### src/rtl/uart_pkg.sv
// Shared UART definitions: receiver state encoding, frame geometry and default baud divisor.
// The receiver's optional even-parity bit is enabled by defining UART_RX_PARITY_EN.
package uart_pkg;

    localparam int unsigned UART_DATA_BITS            = 8;
    localparam int unsigned UART_CLKS_PER_BIT_DEFAULT = 434;

    typedef enum logic [2:0] {
        ST_IDLE,
        ST_START,
        ST_DATA,
`ifdef UART_RX_PARITY_EN
        ST_PARITY,
`endif
        ST_STOP,
        ST_BREAK
    } uart_rx_state_t;

    // Even-parity bit that makes the total count of ones (data + parity) even.
    function automatic logic uart_even_parity(input logic [UART_DATA_BITS-1:0] d);
        return ^d;
    endfunction

endpackage

### src/rtl/sync_2ff.sv
// One-bit two-flop synchronizer for asynchronous inputs, with a configurable reset value.
module sync_2ff #(
    parameter logic RST_VAL = 1'b1
) (
    input  logic clk,
    input  logic rst_n,
    input  logic i_d,
    output logic o_q
);

    logic r_meta;
    logic r_sync;

    always_ff @(posedge clk or negedge rst_n) begin
        if (!rst_n) begin
            r_meta <= RST_VAL;
            r_sync <= RST_VAL;
        end else begin
            r_meta <= i_d;
            r_sync <= r_meta;
        end
    end

    assign o_q = r_sync;

endmodule

### src/rtl/uart_rx.sv
// UART receiver: 8 data bits LSB-first, one stop bit, mid-bit sampling of the synchronized line.
// Define UART_RX_PARITY_EN to expect one even-parity bit between bit 7 and the stop bit.
module uart_rx
    import uart_pkg::*;
#(
    parameter int unsigned CLKS_PER_BIT = UART_CLKS_PER_BIT_DEFAULT
) (
    input  logic                      clk,
    input  logic                      rst_n,
    input  logic                      rx,
    output logic [UART_DATA_BITS-1:0] data,
    output logic                      valid,
    output logic                      frame_err,
    output logic                      busy
);

    localparam int unsigned TW = $clog2(CLKS_PER_BIT);
    localparam int unsigned BW = $clog2(UART_DATA_BITS);

    localparam logic [TW-1:0] HALF_LOAD = TW'(CLKS_PER_BIT / 2 - 1);
    localparam logic [TW-1:0] FULL_LOAD = TW'(CLKS_PER_BIT - 1);
    localparam logic [BW-1:0] LAST_BIT  = BW'(UART_DATA_BITS - 1);

    uart_rx_state_t            r_state;
    logic [TW-1:0]             r_timer;
    logic [BW-1:0]             r_bit_cnt;
    logic [UART_DATA_BITS-1:0] r_shift;
    logic [UART_DATA_BITS-1:0] r_data;
    logic                      r_rx_prev;
    logic                      r_valid;
    logic                      r_frame_err;
    logic                      r_busy;
    logic                      w_rx_s;
    logic                      w_tick;
    logic                      w_par_ok;

    sync_2ff #(
        .RST_VAL (1'b1)
    ) u_rx_sync (
        .clk   (clk),
        .rst_n (rst_n),
        .i_d   (rx),
        .o_q   (w_rx_s)
    );

    assign w_tick = (r_timer == '0);

`ifdef UART_RX_PARITY_EN
    logic r_par_err;

    always_ff @(posedge clk or negedge rst_n) begin
        if (!rst_n) begin
            r_par_err <= 1'b0;
        end else if (r_state == ST_PARITY && w_tick) begin
            r_par_err <= (uart_even_parity(r_shift) != w_rx_s);
        end
    end

    assign w_par_ok = !r_par_err;
`else
    assign w_par_ok = 1'b1;
`endif

    // Receive FSM; the timer free-runs down to zero and each state acts on expiry.
    always_ff @(posedge clk or negedge rst_n) begin
        if (!rst_n) begin
            r_state     <= ST_IDLE;
            r_timer     <= '0;
            r_bit_cnt   <= '0;
            r_shift     <= '0;
            r_data      <= '0;
            r_rx_prev   <= 1'b1;
            r_valid     <= 1'b0;
            r_frame_err <= 1'b0;
            r_busy      <= 1'b0;
        end else begin
            r_valid     <= 1'b0;
            r_frame_err <= 1'b0;
            r_rx_prev   <= w_rx_s;
            if (!w_tick) begin
                r_timer <= r_timer - TW'(1);
            end

            case (r_state)
                ST_IDLE: begin
                    if (r_rx_prev && !w_rx_s) begin
                        r_timer <= HALF_LOAD;
                        r_state <= ST_START;
                        r_busy  <= 1'b1;
                    end
                end

                ST_START: begin
                    if (w_tick) begin
                        if (w_rx_s) begin
                            r_state <= ST_IDLE;
                            r_busy  <= 1'b0;
                        end else begin
                            r_timer   <= FULL_LOAD;
                            r_bit_cnt <= '0;
                            r_state   <= ST_DATA;
                        end
                    end
                end

                ST_DATA: begin
                    if (w_tick) begin
                        r_shift <= {w_rx_s, r_shift[UART_DATA_BITS-1:1]};
                        r_timer <= FULL_LOAD;
                        if (r_bit_cnt == LAST_BIT) begin
`ifdef UART_RX_PARITY_EN
                            r_state <= ST_PARITY;
`else
                            r_state <= ST_STOP;
`endif
                        end else begin
                            r_bit_cnt <= r_bit_cnt + BW'(1);
                        end
                    end
                end

`ifdef UART_RX_PARITY_EN
                ST_PARITY: begin
                    if (w_tick) begin
                        r_timer <= FULL_LOAD;
                        r_state <= ST_STOP;
                    end
                end
`endif

                // Leaving at mid-stop-bit lets a start edge half a bit later be caught.
                ST_STOP: begin
                    if (w_tick) begin
                        if (w_rx_s && w_par_ok) begin
                            r_data  <= r_shift;
                            r_valid <= 1'b1;
                            r_state <= ST_IDLE;
                            r_busy  <= 1'b0;
                        end else if (w_rx_s) begin
                            r_frame_err <= 1'b1;
                            r_state     <= ST_IDLE;
                            r_busy      <= 1'b0;
                        end else begin
                            r_frame_err <= 1'b1;
                            r_state     <= ST_BREAK;
                        end
                    end
                end

                // A held-low line must return high before another frame can start.
                ST_BREAK: begin
                    if (w_rx_s) begin
                        r_state <= ST_IDLE;
                        r_busy  <= 1'b0;
                    end
                end

                default: begin
                    r_state <= ST_IDLE;
                    r_busy  <= 1'b0;
                end
            endcase
        end
    end

    assign data      = r_data;
    assign valid     = r_valid;
    assign frame_err = r_frame_err;
    assign busy      = r_busy;

endmodule

### config.mk
export PLATFORM = sky130hd
export DESIGN_NAME = uart_rx
export DESIGN_NICKNAME = d
export VERILOG_FILES = /design/src/rtl/uart_pkg.sv /design/src/rtl/sync_2ff.sv /design/src/rtl/uart_rx.sv
export SDC_FILE = /design/constraint.sdc
export NUM_CORES = 1
export LEC_CHECK = 0
export CAP_MARGIN = 20
export CORE_MARGIN = 1.5
export CORE_UTILIZATION = 57
export DETAILED_ROUTE_END_ITERATION = 7
export GPL_ROUTABILITY_DRIVEN = 0
export PLACE_DENSITY_LB_ADDON = 0.08
export SLEW_MARGIN = 20
export SYNTH_ARGS = -nofsm -noshare
export SYNTH_HDL_FRONTEND = slang
export SYNTH_SLANG_ARGS = --single-unit
### constraint.sdc
create_clock -name clk -period 3.1 [get_ports clk]
set_clock_uncertainty 0.1 [all_clocks]
set_input_delay 0.31 -clock clk [delete_from_list [all_inputs] [get_ports clk]]
set_output_delay 0.31 -clock clk [all_outputs]
set_load 0.02 [all_outputs]
==> results.toml <==
[run_status]
status = "complete, no violations"

[clock_tree]
clk_pin_slew_ns = 0.11
clock-sinks = 37
cts_tree = "built"
clockBufferDepth = 2
holdBufCountCts = 1
cts_buffers = 5
cts_root_buffer = "clkbuf_4"
htreeDepth = 2
post_cts_buffers = 0
cts_resized = 0
clk_latency_ns = 0.34

[global_route]
grt_pass1_wl_um = 5380
gr-usage-all-layers_pct = 21.3
antenna_found_initial = 0
grt_max_degree = 38
overflow = 0
grt_pass1_vias = 1162

[synthesis]
synth_top_family_by_area = "simple AND/OR/NAND/NOR gates"
synth_top_area_share_pct = 47.4
synthesis.area_mm2 = 0.00180
async_reset_ff_share_pct = 100
synth-seq-area-share_pct = 51.8
synth_nets = 162
synth.mux.area_fraction_pct = 11.1
yosys.area.top_type = "dfrtp_1"
synthTopCellsByCount = "34 x dfrtp_1, 16 x mux2_2, 9 x nor2_1"
ys_seq_elements = 37
synth_edf_count = 0
synthTopCellsByArea = "dfrtp_1 47%, mux2_2 10%, dfstp_2 4.4%"
synth-main-ff-cell = "dfrtp_1"
ys_warn_count = 0
synth-simple-area-share_pct = 17.3
synth_compound_area_share_pct = 11.7
synth_cell_types = 46
synth_xor_area_share_pct = 0.976
synth_most_common_cell = "dfrtp_1"
avgSynthCellArea_um2 = 11.7
synth-adder-area-share_pct = 3.48
synthCells = 154

[die]
dieArea_mm2 = 0.00350
initial_utilization_pct = 59.3
chipHeight_um = 59.1
chipWidth_um = 59.1
core_mm2 = 0.00303
rows = 20
io_pins = 14

[timing]
finalHoldViolCount = 0
fin_crit_sh_pct = 87.1
fin_ws_ns = 0.400
fmax_ghz = 0.370
setup_viol = 0
worstMarginPinSlew_ns = 1.01
period_needed_ns = 2.70
slew_viol_final = 0
maxSlewHeadroom_pct = 32.1
fin_setup_tns_ns = 0
rsz0062_at_grt = "no"

[setup_path]
r2r-start = "r_timer[0]"
criticalPathCategory = "register to register"
start_kind = "register"
regToRegSetupSlack_ns = 0.40
crit_required_ns = 3.23
cp-startpoint = "r_timer[0]"
crit_arrival_ns = 2.83
worstPathMaxFanout = 9
endpoint_kind = "register"

[place]
dp_hpwl_um = 2280
dp_worst_setup_slack_ns = 0.414
io_buffers = 13

[drt]
drt_first_pass_iters = 4
totalWireLength_um = 3160
via_count = 1215
post_drt_wl_per_cell_um = 14.8
drt_iter0_drc = 44
viasPerCell = 5.68
drcViolationCount = 0
postRouteAntennaNets = 0

[final_layout]
fill_cells = 217
multi_input_area_um2 = 801
regArea_um2 = 930
drive_gt1_share_pct = 22.4
areaGrowthSynthToFinish_pct = 13.9
num-nets-final = 177
diodes = 0

[pwr]
ir_drop_uv = 396
powerDensity_mw_per_mm2 = 637
total_power_mw = 1.30
p_leak_nw = 0.943

[min_path]
hold_class = "register to register"
hold_start = "u_rx_sync.r_meta"

[run]
cap_viol_max_count = 0
## layout by cell type (no fill, tap or decap), types with 2 or more instances in the layout
| cell type | synthesis | final |
|---|---|---|
| dfrtp_1 | 34 | 34 |
| inv_1 | 5 | 5 |
| o2bb2ai_1 | 2 | 2 |
| o31ai_1 | 5 | 5 |
| mux2_2 | 16 | 16 |
| o21ai_0 | 6 | 6 |
| mux2i_1 | 2 | 2 |
| clkbuf_4 | 1 | 5 |
| nor2_1 | 9 | 9 |
| a21o_1 | 3 | 3 |
| nand2b_1 | 5 | 5 |
| a21oi_1 | 6 | 6 |
| a211oi_1 | 2 | 2 |
| clkdlybuf4s50_1 | 0 | 12 |
| nor3_1 | 3 | 3 |
| nand3_1 | 2 | 2 |
| or3b_2 | 2 | 2 |
| ha_1 | 5 | 5 |
| or4_1 | 3 | 3 |
| nor4_1 | 3 | 3 |
| dfstp_2 | 3 | 3 |
| nand2_1 | 7 | 7 |
| nor2b_1 | 3 | 3 |
## path summary, 6_finish.rpt
check,cells past startpoint,endpoint
setup / recovery,7,data[1]
hold / removal,0,u_rx_sync.o_q
setup reg to reg,7,data[1]
hold reg to reg,0,u_rx_sync.o_q
max in group asynchronous,2,r_timer[8]
min in group asynchronous,2,r_timer[5]
## worst max-delay path: stages (launching register included)
cell and delay, ns:
dfrtp_1 0.43, inv_1 0.13, ha_1 0.17, or4b_1 0.62, nor2_8 0.23, inv_6 0.07
nor3_4 0.43, mux2_2 0.40
## through the flow
stage / util [%] / hold slack, ns / instances / instance area, um^2
floorplan: - / -0.0856 / 154 / 1800
global placement: 64.3 / 0.248 / 205 / 1950
detailed placement: 64.3 / 0.248 / 205 / 1950
CTS: 67.5 / 0.249 / 214 / 2040
global route: 67.5 / 0.235 / 214 / 2040
finish: 67.5 / 0.263 / 214 / 2040
## power breakdown
| group | switching, mW | internal [mW] | leakage (nW) |
|---|---|---|---|
| Combinational | 0.157 | 0.137 | 0.421 |
| Sequential | 0.106 | 0.555 | 0.477 |
| Clock | 0.155 | 0.192 | 0.0445 |
## sequential cells by signal, summed over array words and instances, names as in the netlist
name / flops
u_rx_sync.o_q: 1
valid: 1
busy: 1
r_timer: 9
r_shift: 8
data: 8
frame_err: 1
r_state: 3
u_rx_sync.r_meta: 1
r_rx_prev: 1
r_bit_cnt: 3
## cells by family after synthesis
kind of cell	Yosys count
compound gates	31
fa+ha+maj	5
flops	37
mux	18
xor+xnor	2
simple gates	48
buf+inv	13
## routing by layer
metal	GRT usage, %	wire length (um)
met1	28.3	1420
met2	31.4	1480
met3	7.86	213
met4	8.77	46
met5	0	0
## layout make-up
cell class	count	share of cell area [%]
Multi-Input combinational cell	104	39.2
Timing Repair Buffer	15	6.98
Tap cell	44	2.69
Inverter	6	1.35
Sequential cell	37	45.5
Clock inverter	2	1.84
Clock buffer	6	2.51
No activity file was read; power rests on OpenSTA's default activity.
